### src/rtl/fp_norm_round_pipe_pkg.sv
// Shared FP32 constants for the multiplier datapath: encoding constants for
// packing binary32 results and the product/shift/exponent widths shared by
// the multiplier, the leading-zero detector and the normalize/round stage.
package fp_norm_round_pipe_pkg;

  localparam int          FP32_BIAS    = 127;
  localparam logic [31:0] FP32_QNAN    = 32'h7FC00000;
  localparam logic [7:0]  FP32_EXP_MAX = 8'hFF;
  localparam int          FP32_FRAC_W  = 23;

  localparam int          FP32_PROD_W  = 48;
  localparam int          FP32_SHIFT_W = 6;
  localparam int          FP32_EXP_W   = 10;

endpackage

### src/rtl/fp_round_rne.sv
// Combinational round-to-nearest-even on a pre-rounding fraction.
// Ports:
//   frac_pre - truncated fraction (hidden bit already removed)
//   guard    - first bit below the fraction lsb
//   sticky   - OR of all bits below guard
//   e1       - signed exponent before rounding
//   frac     - rounded fraction
//   e2       - signed exponent after rounding (bumped on mantissa carry-out)
module fp_round_rne #(
  parameter int FRAC_W = 23,
  parameter int EXP_W  = 10
) (
  input  logic        [FRAC_W-1:0] frac_pre,
  input  logic                     guard,
  input  logic                     sticky,
  input  logic signed [EXP_W-1:0]  e1,
  output logic        [FRAC_W-1:0] frac,
  output logic signed [EXP_W-1:0]  e2
);

  logic              inc;
  logic [FRAC_W:0]   sum;
  logic              carry;

  // Round up above the halfway point, or exactly at it when the lsb is odd.
  assign inc   = guard & (sticky | frac_pre[0]);
  assign sum   = {1'b0, frac_pre} + {{FRAC_W{1'b0}}, inc};
  assign carry = sum[FRAC_W];

  // A carry-out means the mantissa rolled over to 2.0: fraction becomes zero
  // and the exponent moves up by one.
  assign frac  = carry ? '0 : sum[FRAC_W-1:0];
  assign e2    = carry ? e1 + EXP_W'(1) : e1;

endmodule

### src/rtl/fp_norm_round_pipe.sv
// Normalize / round / pack stage of the FP32 multiplier datapath.
// Two registered stages with valid/ready handshaking:
//   stage 1 normalizes the 48-bit product using the LZD shift and forms the
//           pre-rounding fraction, guard, sticky and exponent;
//   stage 2 rounds (RNE), resolves specials/overflow/flush-to-zero and
//           registers the packed binary32 word.
// Ports:
//   clk, rst                 - clock, synchronous active-high reset
//   in_valid / in_ready      - upstream handshake
//   in_sign, in_exp          - product sign, signed provisional biased exponent
//   in_prod, in_shift        - mantissa product, LZD shift (leading zeros + 1)
//   in_is_nan/inf/zero       - special-case flags from operand decode
//   out_valid / out_ready    - downstream handshake
//   out_data                 - packed FP32 result
module fp_norm_round_pipe
  import fp_norm_round_pipe_pkg::*;
#(
  parameter int PROD_W  = FP32_PROD_W,
  parameter int SHIFT_W = FP32_SHIFT_W,
  parameter int EXP_W   = FP32_EXP_W,
  parameter int FRAC_W  = FP32_FRAC_W
) (
  input  logic                     clk,
  input  logic                     rst,
  input  logic                     in_valid,
  output logic                     in_ready,
  input  logic                     in_sign,
  input  logic signed [EXP_W-1:0]  in_exp,
  input  logic        [PROD_W-1:0] in_prod,
  input  logic       [SHIFT_W-1:0] in_shift,
  input  logic                     in_is_nan,
  input  logic                     in_is_inf,
  input  logic                     in_is_zero,
  output logic                     out_valid,
  input  logic                     out_ready,
  output logic              [31:0] out_data
);

  localparam int GRD_BIT = PROD_W - FRAC_W - 1;

  localparam logic signed [EXP_W-1:0] EXP_OVF = EXP_W'(2 * FP32_BIAS + 1);
  localparam logic signed [EXP_W-1:0] EXP_UNF = '0;

  function automatic logic [31:0] pack_fp32(
    input logic                     sign,
    input logic                     nan,
    input logic                     inf,
    input logic                     zero,
    input logic signed [EXP_W-1:0]  e2,
    input logic        [FRAC_W-1:0] frac
  );
    logic [31:0] res;
    if (nan)                res = FP32_QNAN;
    else if (inf)           res = {sign, FP32_EXP_MAX, {FRAC_W{1'b0}}};
    else if (zero)          res = {sign, 31'h0};
    else if (e2 >= EXP_OVF) res = {sign, FP32_EXP_MAX, {FRAC_W{1'b0}}};
    else if (e2 <= EXP_UNF) res = {sign, 31'h0};
    else                    res = {sign, e2[7:0], frac};
    return res;
  endfunction

  logic                     vld_p1;
  logic                     sign_p1;
  logic                     nan_p1;
  logic                     inf_p1;
  logic                     zero_p1;
  logic        [FRAC_W-1:0] frac_pre_p1;
  logic                     guard_p1;
  logic                     sticky_p1;
  logic signed [EXP_W-1:0]  e1_p1;

  logic                     vld_p2;
  logic              [31:0] data_p2;

  logic                     s1_adv;
  logic        [PROD_W-1:0] norm;
  logic signed [EXP_W-1:0]  shift_s;
  logic signed [EXP_W-1:0]  e1;
  logic        [FRAC_W-1:0] frac_r;
  logic signed [EXP_W-1:0]  e2_r;

  assign s1_adv   = ~vld_p2 | out_ready;
  assign in_ready = ~vld_p1 | s1_adv;

  // The shift is leading zeros + 1, so the leading one falls off the top and
  // the hidden bit is dropped for free.
  assign norm    = in_prod << in_shift;
  assign shift_s = signed'(EXP_W'(in_shift));
  assign e1      = in_exp + EXP_W'(2) - shift_s;

  // ---- stage 1: normalize ----
  always_ff @(posedge clk) begin
    if (rst)           vld_p1 <= 1'b0;
    else if (in_ready) vld_p1 <= in_valid;
  end

  always_ff @(posedge clk) begin
    if (in_valid && in_ready) begin
      sign_p1     <= in_sign;
      nan_p1      <= in_is_nan;
      inf_p1      <= in_is_inf;
      // A zero product without the decode flag still packs as a signed zero.
      zero_p1     <= in_is_zero | (in_prod == '0);
      frac_pre_p1 <= norm[PROD_W-1 -: FRAC_W];
      guard_p1    <= norm[GRD_BIT];
      sticky_p1   <= |norm[GRD_BIT-1:0];
      e1_p1       <= e1;
    end
  end

  fp_round_rne #(
    .FRAC_W (FRAC_W),
    .EXP_W  (EXP_W)
  ) u_round (
    .frac_pre (frac_pre_p1),
    .guard    (guard_p1),
    .sticky   (sticky_p1),
    .e1       (e1_p1),
    .frac     (frac_r),
    .e2       (e2_r)
  );

  // ---- stage 2: round and pack ----
  always_ff @(posedge clk) begin
    if (rst) begin
      vld_p2  <= 1'b0;
      data_p2 <= '0;
    end else if (s1_adv) begin
      vld_p2 <= vld_p1;
      if (vld_p1)
        data_p2 <= pack_fp32(sign_p1, nan_p1, inf_p1, zero_p1, e2_r, frac_r);
    end
  end

  assign out_valid = vld_p2;
  assign out_data  = data_p2;

endmodule

### config.mk
export PLATFORM = sky130hd
export DESIGN_NAME = fp_norm_round_pipe
export DESIGN_NICKNAME = d
export VERILOG_FILES = /design/src/rtl/fp_norm_round_pipe_pkg.sv /design/src/rtl/fp_round_rne.sv /design/src/rtl/fp_norm_round_pipe.sv
export SDC_FILE = /design/constraint.sdc
export NUM_CORES = 1
export LEC_CHECK = 0
export ABC_AREA = 1
export BUFFER_PORTS_ARGS = -buffer_cell sky130_fd_sc_hd__buf_2
export CORE_ASPECT_RATIO = 0.75
export CORE_MARGIN = 8
export CORE_UTILIZATION = 51
export CTS_CLUSTER_DIAMETER = 120
export DETAILED_ROUTE_END_ITERATION = 16
export PLACE_DENSITY = 0.75
export SLEW_MARGIN = 20
export SYNTH_ARGS = -nofsm -noshare
export SYNTH_HDL_FRONTEND = slang
export SYNTH_SLANG_ARGS = --single-unit
### constraint.sdc
create_clock -name clk -period 3.35 [get_ports clk]
set_input_delay 0.335 -clock clk [delete_from_list [all_inputs] [get_ports clk]]
set_output_delay 0.335 -clock clk [all_outputs]
set_load 0.01 [all_outputs]
==> results of run 1 <==
## logic make-up after synthesis
logic type / Yosys count / synth area share (%)
fa+ha+maj: 18 / 3.32
compound gates: 213 / 16.4
mux: 13 / 1.86
xor+xnor: 19 / 2.37
simple gates: 662 / 41.0
flops: 73 / 26.4
buf+inv: 149 / 8.62
## power breakdown
group	internal (µW)	switching (µW)	total, µW	leakage, µW
Combinational	290	559	849	0.00289
Clock	618	364	982	0.000155
Sequential	1020	61.9	1080	0.000663
## cell usage in the layout, fill, tap and decap left out, drive strengths merged, types with 4 or more instances in the layout
cell type	count
nand2	389
nand3	126
o21ai	120
buf	119
nor2	90
inv	79
a21oi	61
edfxtp	39
dfxtp	34
nand4	17
ha	17
xor2	13
mux2i	13
nor4	12
nor3	11
clkbuf	11
a31oi	8
o211ai	8
or2	7
clkinv	7
xnor2	6
and2	6
o21a	4
## worst register-to-register path, stage by stage (launching register included)
cell and delay [ns]:
sky130_fd_sc_hd__edfxtp_1 0.39, sky130_fd_sc_hd__o21a_1 0.18, sky130_fd_sc_hd__ha_1 0.20, sky130_fd_sc_hd__nand2_1 0.09, sky130_fd_sc_hd__nor2_1 0.06, sky130_fd_sc_hd__nand2_2 0.14
sky130_fd_sc_hd__inv_2 0.16, sky130_fd_sc_hd__nand2_2 0.27, sky130_fd_sc_hd__nand2_1 0.08, sky130_fd_sc_hd__nand2_1 0.09, sky130_fd_sc_hd__nand2_1 0.05, sky130_fd_sc_hd__nor2_1 0.22
sky130_fd_sc_hd__nand3_4 0.17, sky130_fd_sc_hd__nand2_2 0.17, sky130_fd_sc_hd__inv_1 0.13, sky130_fd_sc_hd__nand3_1 0.10, sky130_fd_sc_hd__a21oi_1 0.06
## how the worst max path moves through the flow
stage                               from              end
after CTS                 frac_pre_p1[0]      out_data[5]
final                     frac_pre_p1[0]      out_data[5]
after detailed placement     in_shift[0]  frac_pre_p1[11]
after global placement       in_shift[1]  frac_pre_p1[16]
after floorplan              in_shift[4]         e1_p1[9]
after global routing           sticky_p1      out_data[0]
## state kept, by name (all words and copies together) (netlist names)
| register | count |
|---|---|
| sign_p1 | 1 |
| frac_pre_p1 | 23 |
| vld_p1 | 1 |
| out_data | 32 |
| nan_p1 | 1 |
| e1_p1 | 10 |
| sticky_p1 | 1 |
| inf_p1 | 1 |
| guard_p1 | 1 |
| out_valid | 1 |
| zero_p1 | 1 |
## routing by layer
metal | vias to the layer above | routed length, µm | global-route usage [%]
li1 | 3962 | - | -
met1 | 3485 | 9780 | 34.5
met2 | 336 | 8790 | 34.2
met3 | 22 | 2240 | 6.19
met4 | 0 | 283 | 5.18
met5 | - | 0 | 0
## per-stage QoR
step	power, µW	area (µm²)	hold WS (ns)	utilization [%]	instances
after floorplan	1700	7010	0.434	-	1147
after global placement	1920	7570	0.451	55.8	1374
after detailed placement	1930	7570	0.452	55.8	1374
after CTS	2910	7870	0.170	58.0	1390
after global routing	3090	7870	0.172	58.0	1390
final	2920	7870	0.177	58.0	1390
## layout make-up
class	count	area (µm²)
inverters	82	308
well taps	175	219
fillers	1375	5690
repair buffers	119	631
clock buffers	11	254
clock inverters	5	51.3
multi-input cells	925	4560
flip-flops and latches	73	1850
==> results.md, run 1 <==
| Parameter | This run |
| --- | --- |
| Setup slack of the critical path after layout | 0.662 ns |
| Type of origin of the critical path | register |
| Number of antenna repair diodes | 0 |
| First-pass GRT wire length | 34700 µm |
| Number of buffers and inverters on the critical path | 2 |
| Post-Place Worst Slack | 0.651 ns |
| Net count of the finished layout | 1300 |
| Number of iterations in the first detailed-routing pass | 7 |
| Average wire per cell in the routed design | 15.2 µm |
| Critical Path RT | 3.55 ns |
| EDFF count, synth | 39 |
| Mean area per synthesized cell | 6.12 µm² |
| Largest fanout of any net on the critical path | 15 |
| Proportion of netlist area held by the largest area contributor | 20.2% |
| Total count of hold-check failures in the final report | 0 |
| Pin slew with the least headroom to its limit | 0.877 ns |
| Starting utilization of the core area | 51.7% |
| Number of resized instances in the post-cts repair step | 0 |
| Share of final-layout standard cells stronger than drive strength 1 | 13.6% |
| Number of stages on the worst hold path | 1 |
| Area Growth Syn to Fin | 12.2% |
| # rows | 37 |
| Synth top area cells | sky130_fd_sc_hd__nand2_1 (20%), sky130_fd_sc_hd__edfxtp_1 (17%), sky130_fd_sc_hd__dfxtp_1 (9.7%) |
| Hold buffer count at CTS | 0 |
| Setup TNS | 0 ns |
| Kind of cell with the highest combined delay on the critical path | simple AND/OR/NAND/NOR gates |
| Sum of routed wire length over all layers | 21100 µm |
| Most area-hungry cell type in the Yosys netlist | sky130_fd_sc_hd__nand2_1 |
| Max-cap check violation count | 0 |
| Total standard cell area after synthesis | 0.00701 mm² |
| Category of the worst setup path capture point | register |
| Number of top-level pins | 106 |
| Most used cell along the critical path | sky130_fd_sc_hd__nand2_1 |
| Seq/Total Area, Yosys | 26.4% |
| Count of pins over their slew limit | 0 |
| Setup slack, reg-to-reg | 0.66 ns |
| Final setup viols | 0 |
| Num Clock Sinks | 73 |
| Number of synthesized register bits | 73 |
| Clk pin slew, worst setup/hold paths | 0.06 ns |
| Clk_lat worst skew | 0.34 ns |
| Detailed placement HPWL | 16300 µm |
| Die extent in y | 118 µm |
| RD Place Congestion | 0.999 |
| Number of design rule violations left after detail routing | 0 |
| Via count of the first global-routing pass | 6967 |
| Pin count of the biggest net entering global routing | 65 |
| Share of the clock period used by the worst path after layout | 80.2% |
| Longest individual stage delay on the worst path | 0.39 ns |
| Worst reg2reg path startpoint | frac_pre_p1[0] |
| Cell count along the critical path | 16 |
| Final period demand of the worst path | 2.69 ns |
| Cts bufs inserted | 9 |
| Buffers inserted by post-CTS timing repair | 0 |
| GRT Resource Usage Total | 23.7% |
| DR vias | 7805 |
| Commonest cells in the netlist | sky130_fd_sc_hd__nand2_1 (378), sky130_fd_sc_hd__nand3_1 (125), sky130_fd_sc_hd__o21ai_0 (118), sky130_fd_sc_hd__nor2_1 (83), sky130_fd_sc_hd__inv_1 (77) |
| Crit path cell chain | o21a_1 -> ha_1 -> nand2_1 -> nor2_1 -> nand2_2 -> inv_2 -> nand2_2 -> nand2_1 -> nand2_1 -> nand2_1 -> nor2_1 -> nand3_4 -> nand2_2 -> inv_1 -> nand3_1 -> a21oi_1 |
| Die Outline Area | 0.0178 mm² |
| Via density per instance | 5.62 |
| Number of cells on the worst reg-to-reg path | 16 |
| Hold wc startpoint | in_is_nan |
| Setup Crit Path Kind | register to register |
| Worst reg2reg endpoint | out_data[5] |
| Horiz. Die Dim | 151 µm |
| Post-synthesis cell count | 1147 |
| Net count of the mapped netlist | 1237 |
| Async set-reset flop share out of synthesis | 0% |
| Highest ir drop seen on vdd | 0.000297 V |
| Hold path endpoint | nan_p1 |
| Count of unique library cells instantiated by Yosys | 46 |
| Residual overflow from global routing | 0 |
| Pleak | 0.00371 µW |
| Data arrival, critical path | 2.89 ns |
| DR iter-0 viols | 1003 |
| Number of warning messages in the yosys log | 0 |
| Slowest cell on the critical path | sky130_fd_sc_hd__edfxtp_1 |
| CTS H-Tree Depth | 3 |
| IO buf count | 105 |
| Routed Antenna Nets | 0 |
| TritonCTS clock tree | built |
| Post-Route Skew | 0.00699 ns |
| Relative max-transition margin | 41.1% |
| Prevailing post-synth register cell | sky130_fd_sc_hd__edfxtp_1 |
| Maximum clock rate | 372 MHz |
| Class of the most critical hold timing path | primary input to register |
| Outcome | finished clean |
| Root cell of the clock tree | sky130_fd_sc_hd__clkbuf_16 |
| Unrepaired setup endpoints after global routing | false |
| Number of antenna violations at the first check in global routing | 0 |
| Pwr Density | 370 mW/mm² |
| Most numerous cell in the Yosys netlist | sky130_fd_sc_hd__nand2_1 |
| Core Footprint | 0.0136 mm² |
| Maximum root-to-sink buffer count | 2 |
Note: power is estimated with default switching activity, not from simulation.
==> run 2, diff against run 1 <==
- ABC_AREA: 1 -> 0
- clock period: 3.35 -> 2.2 ns (I/O delays scaled with it)
==> run 2 against run 1 <==
  * The run now ends with setup timing left
  * Sequential share of layout area is 1.5 points lower
  * Register-to-register slack worse by 0.84 ns
  * Largest power group unchanged
  * Flip-flop and latch count stayed put
  * Global-route usage is 0.47 points lower
  * Sequential power is 51% higher
  * Die area is 7.0% lower
  * Critical endpoint is now out_data[11]
  * Critical path depth is 7 lower
  * Total power is 60% higher
  * Highest routed layer unchanged
==> results.md, run 2 <==
| Parameter | This run | Change |
| --- | --- | --- |
| Final setup viols | 23 | was 0 |
| Commonest non-fill, non-tap cell in the layout | sky130_fd_sc_hd__buf_4 | was sky130_fd_sc_hd__nand2_1 |
| Net count of the finished layout | 991 | was 1300 |
| Sequential share of power | 35.0% | was 37.2% |
| Combinational share of power | 33.4% | was 29.1% |
| Category of the worst setup path capture point | register | unchanged |
| Clk_lat worst skew | 0.33 ns | was 0.34 ns |
| # rows | 35 | was 37 |
| Number of iterations in the first detailed-routing pass | 5 | was 7 |
| Count of unique library cells instantiated by Yosys | 63 | was 46 |
| Core Footprint | 0.0123 mm² | was 0.0136 mm² |
| Unrepaired setup endpoints after global routing | true | was false |
| Maximum root-to-sink buffer count | 2 | unchanged |
| Number of synthesized register bits | 73 | unchanged |
| Starting utilization of the core area | 52.5% | was 51.7% |
| Root cell of the clock tree | sky130_fd_sc_hd__clkbuf_16 | unchanged |
| Class of the most critical hold timing path | primary input to register | unchanged |
| Outcome | complete, but fails checks | was finished clean |
| GRT Resource Usage Total | 23.3% | was 23.7% |
| Final period demand of the worst path | 2.38 ns | was 2.69 ns |
| Most area-hungry cell type in the Yosys netlist | sky130_fd_sc_hd__edfxtp_1 | was sky130_fd_sc_hd__nand2_1 |
| Count of pins over their slew limit | 0 | unchanged |
| Pin count of the biggest net entering global routing | 41 | was 65 |
| Type of origin of the critical path | register | unchanged |
| First-pass GRT wire length | 32000 µm | was 34700 µm |
| Setup TNS | -3.31 ns | was 0 ns |
| Hold buffer count at CTS | 0 | unchanged |
| Setup Crit Path Kind | register to register | unchanged |
| Number of antenna repair diodes | 0 | unchanged |
| Async set-reset flop share out of synthesis | 0% | unchanged |
| Pin slew with the least headroom to its limit | 0.765 ns | was 0.877 ns |
| Post-Route Skew | 0.00663 ns | was 0.00699 ns |
| Pleak | 0.00360 µW | was 0.00371 µW |
| Total standard cell area after synthesis | 0.00646 mm² | was 0.00701 mm² |
| Final-layout worst hold slack | 0.0637 ns | was 0.177 ns |
| Number of top-level pins | 106 | unchanged |
| Most numerous cell in the Yosys netlist | sky130_fd_sc_hd__nand2_1 | unchanged |
| Total count of hold-check failures in the final report | 0 | unchanged |
| Mean area per synthesized cell | 9.09 µm² | was 6.12 µm² |
| Net count of the mapped netlist | 800 | was 1237 |
| Commonest cells in the netlist | sky130_fd_sc_hd__nand2_1 (101), sky130_fd_sc_hd__mux2i_1 (50), sky130_fd_sc_hd__nor2_1 (42), sky130_fd_sc_hd__edfxtp_1 (39), sky130_fd_sc_hd__o21ai_0 (37) | was sky130_fd_sc_hd__nand2_1 (378), sky130_fd_sc_hd__nand3_1 (125), sky130_fd_sc_hd__o21ai_0 (118), sky130_fd_sc_hd__nor2_1 (83), sky130_fd_sc_hd__inv_1 (77) |
| Number of antenna violations at the first check in global routing | 0 | unchanged |
| Number of design rule violations left after detail routing | 0 | unchanged |
| Sum of routed wire length over all layers | 19600 µm | was 21100 µm |
| Area Growth Syn to Fin | 30.3% | was 12.2% |
| Critical Path RT | 2.42 ns | was 3.55 ns |
| Pwr Density | 553 mW/mm² | was 370 mW/mm² |
| Slowest cell on the critical path | sky130_fd_sc_hd__edfxtp_1 | unchanged |
| Number of instances in the placed design | 1049 | was 1374 |
| Share of final-layout standard cells stronger than drive strength 1 | 38.2% | was 13.6% |
| Post-layout total power | 4650 µW | was 2920 µW |
| Seq/Total Area, Yosys | 28.7% | was 26.4% |
| Max-cap check violation count | 0 | unchanged |
| Count of non-filler cells in the finished layout | 1072 | was 1390 |
| Horiz. Die Dim | 146 µm | was 151 µm |
| Cts bufs inserted | 9 | unchanged |
| DR vias | 6302 | was 7805 |
| Maximum clock rate | 420 MHz | was 372 MHz |
| Share of the clock period used by the worst path after layout | 108% | was 80.2% |
| Setup slack of the critical path after layout | -0.183 ns | was 0.662 ns |
| Longest individual stage delay on the worst path | 0.47 ns | was 0.39 ns |
| Number of warning messages in the yosys log | 0 | unchanged |
| Switch share | 31.3% | was 33.8% |
| Internal power of the cells | 3200 µW | was 1930 µW |
| Via density per instance | 5.88 | was 5.62 |
| Relative max-transition margin | 48.9% | was 41.1% |
| Clock network power share | 31.7% | was 33.7% |
| RD Place Congestion | 0.940 | was 0.999 |
| Data arrival, critical path | 2.60 ns | was 2.89 ns |
| Number of flip-flops in the largest register | 32 | unchanged |
| TritonCTS clock tree | built | unchanged |
| Prevailing post-synth register cell | sky130_fd_sc_hd__edfxtp_1 | unchanged |
| Highest-count cells in the layout ignoring fill and taps | sky130_fd_sc_hd__buf_4 (116), sky130_fd_sc_hd__buf_2 (105), sky130_fd_sc_hd__nand2_1 (100), sky130_fd_sc_hd__mux2i_1 (49), sky130_fd_sc_hd__nor2_1 (40) | was sky130_fd_sc_hd__nand2_1 (378), sky130_fd_sc_hd__nand3_1 (125), sky130_fd_sc_hd__o21ai_0 (118), sky130_fd_sc_hd__buf_2 (105), sky130_fd_sc_hd__nor2_1 (83) |
| Via count of the first global-routing pass | 6326 | was 6967 |
| EDFF count, synth | 39 | unchanged |
| Largest fanout of any net on the critical path | 8 | was 15 |
| Post-Place Worst Slack | -0.270 ns | was 0.651 ns |
| Switching power | 1460 µW | was 985 µW |
| Average wire per cell in the routed design | 18.3 µm | was 15.2 µm |
| Routed Antenna Nets | 0 | unchanged |
| Post-synthesis cell count | 710 | was 1147 |
| DR iter-0 viols | 576 | was 1003 |
| Proportion of netlist area held by the largest area contributor | 18.1% | was 20.2% |
| IO buf count | 105 | unchanged |
| Die Outline Area | 0.0166 mm² | was 0.0178 mm² |
| Residual overflow from global routing | 0 | unchanged |
| Highest ir drop seen on vdd | 0.000415 V | was 0.000297 V |
| Die extent in y | 113 µm | was 118 µm |
| Synth top area cells | sky130_fd_sc_hd__edfxtp_1 (18%), sky130_fd_sc_hd__dfxtp_1 (11%), sky130_fd_sc_hd__mux4_2 (10%) | was sky130_fd_sc_hd__nand2_1 (20%), sky130_fd_sc_hd__edfxtp_1 (17%), sky130_fd_sc_hd__dfxtp_1 (9.7%) |
| Num Clock Sinks | 73 | unchanged |
| CTS H-Tree Depth | 3 | unchanged |
| Crit path cell chain | ha_4 -> nor4bb_2 -> and2_1 -> o211ai_1 -> o31a_1 -> or4_4 -> nand4b_4 -> clkbuf_16 -> o21ai_2 | was o21a_1 -> ha_1 -> nand2_1 -> nor2_1 -> nand2_2 -> inv_2 -> nand2_2 -> nand2_1 -> nand2_1 -> nand2_1 -> nor2_1 -> nand3_4 -> nand2_2 -> inv_1 -> nand3_1 -> a21oi_1 |
| Detailed placement HPWL | 15700 µm | was 16300 µm |
| Violations in the final reports | setup timing |  |
| Clk pin slew, worst setup/hold paths | 0.06 ns | about the same |
## run 2: cell count changes in the layout (fill, tap and decap cells not counted), sizes merged, moves of 48 or more
cell	previous run	this run
buf	119	228
inv	79	24
nand2	389	101
nand3	126	18
nor2	90	42
o21ai	120	57
## run 2: routing by layer
metal / GRT usage (%) / wire (µm) / vias to the layer above
li1: - / - / 3044
met1: 31.1 / 9020 / 2927
met2: 36.9 / 8610 / 308
met3: 5.62 / 1620 / 23
met4: 6.43 / 349 / 0
met5: 0 / 0 / -
## run 2: power groups by stage
| stage | clock (µW) | combinational [µW] | sequential [µW] |
|---|---|---|---|
| 6_report | 1470 | 1550 | 1630 |
| 3_3_place_gp | 0 | 1450 | 1650 |
| 2_1_floorplan | 0 | 847 | 1650 |
| 3_5_place_dp | 0 | 1480 | 1650 |
| 4_1_cts | 1510 | 1510 | 1620 |
| 5_1_grt | 1570 | 1670 | 1640 |
## run 2: worst paths after layout
check / end / start / cells past startpoint / slack, ns
setup / recovery: out_data[11] / e1_p1[0] / 9 / -0.18
hold / removal: nan_p1 / in_is_nan / 1 / 0.06
setup reg to reg: out_data[11] / e1_p1[0] / 9 / -0.18
hold reg to reg: out_data[31] / out_data[31] / 2 / 0.45
## run 2: area by class of cell
type | count | area, µm²
Timing Repair Buffer | 229 | 1550
Fill cell | 982 | 3890
Inverter | 23 | 86.3
Clock buffer | 9 | 225
Clock inverter | 7 | 78.8
Tap cell | 166 | 208
Sequential cell | 73 | 1850
Multi-Input combinational cell | 565 | 4410
## run 2: logic make-up after synthesis
group	after synthesis	synth area share (%)
AOI/OAI and AO/OA	158	16.3
buffers and inverters	72	5.29
xor gates and xnor gates	37	5.02
DFF	73	28.7
adders and majority gates	18	3.60
muxes	99	21.4
and+or+nand+nor	253	19.7
## run 2: stage by stage
stage | area (µm²) | utilization, %
after global routing | 8410 | 68.4
after detailed placement | 7920 | 64.3
after CTS | 8290 | 67.4
after global placement | 7920 | 64.3
after floorplan | 6520 | -
final | 8410 | 68.4
## run 2: what timing repair did
action                     4_1_cts  5_1_grt
setup endpoints to repair       31       33
gates resized for setup          9       13
cloned                           0        1
pin swaps                        8       18
setup buffers                    4        4
## run 2: worst max-delay path: cells and delay by family, from the launching register on
| kind | cells | cell delay, ns |
|---|---|---|
| and+or+nand+nor | 4 | 1.02 |
| AOI/OAI and AO/OA | 3 | 0.27 |
| buffers and inverters | 1 | 0.18 |
| DFF | 1 | 0.47 |
| adders and majority gates | 1 | 0.33 |
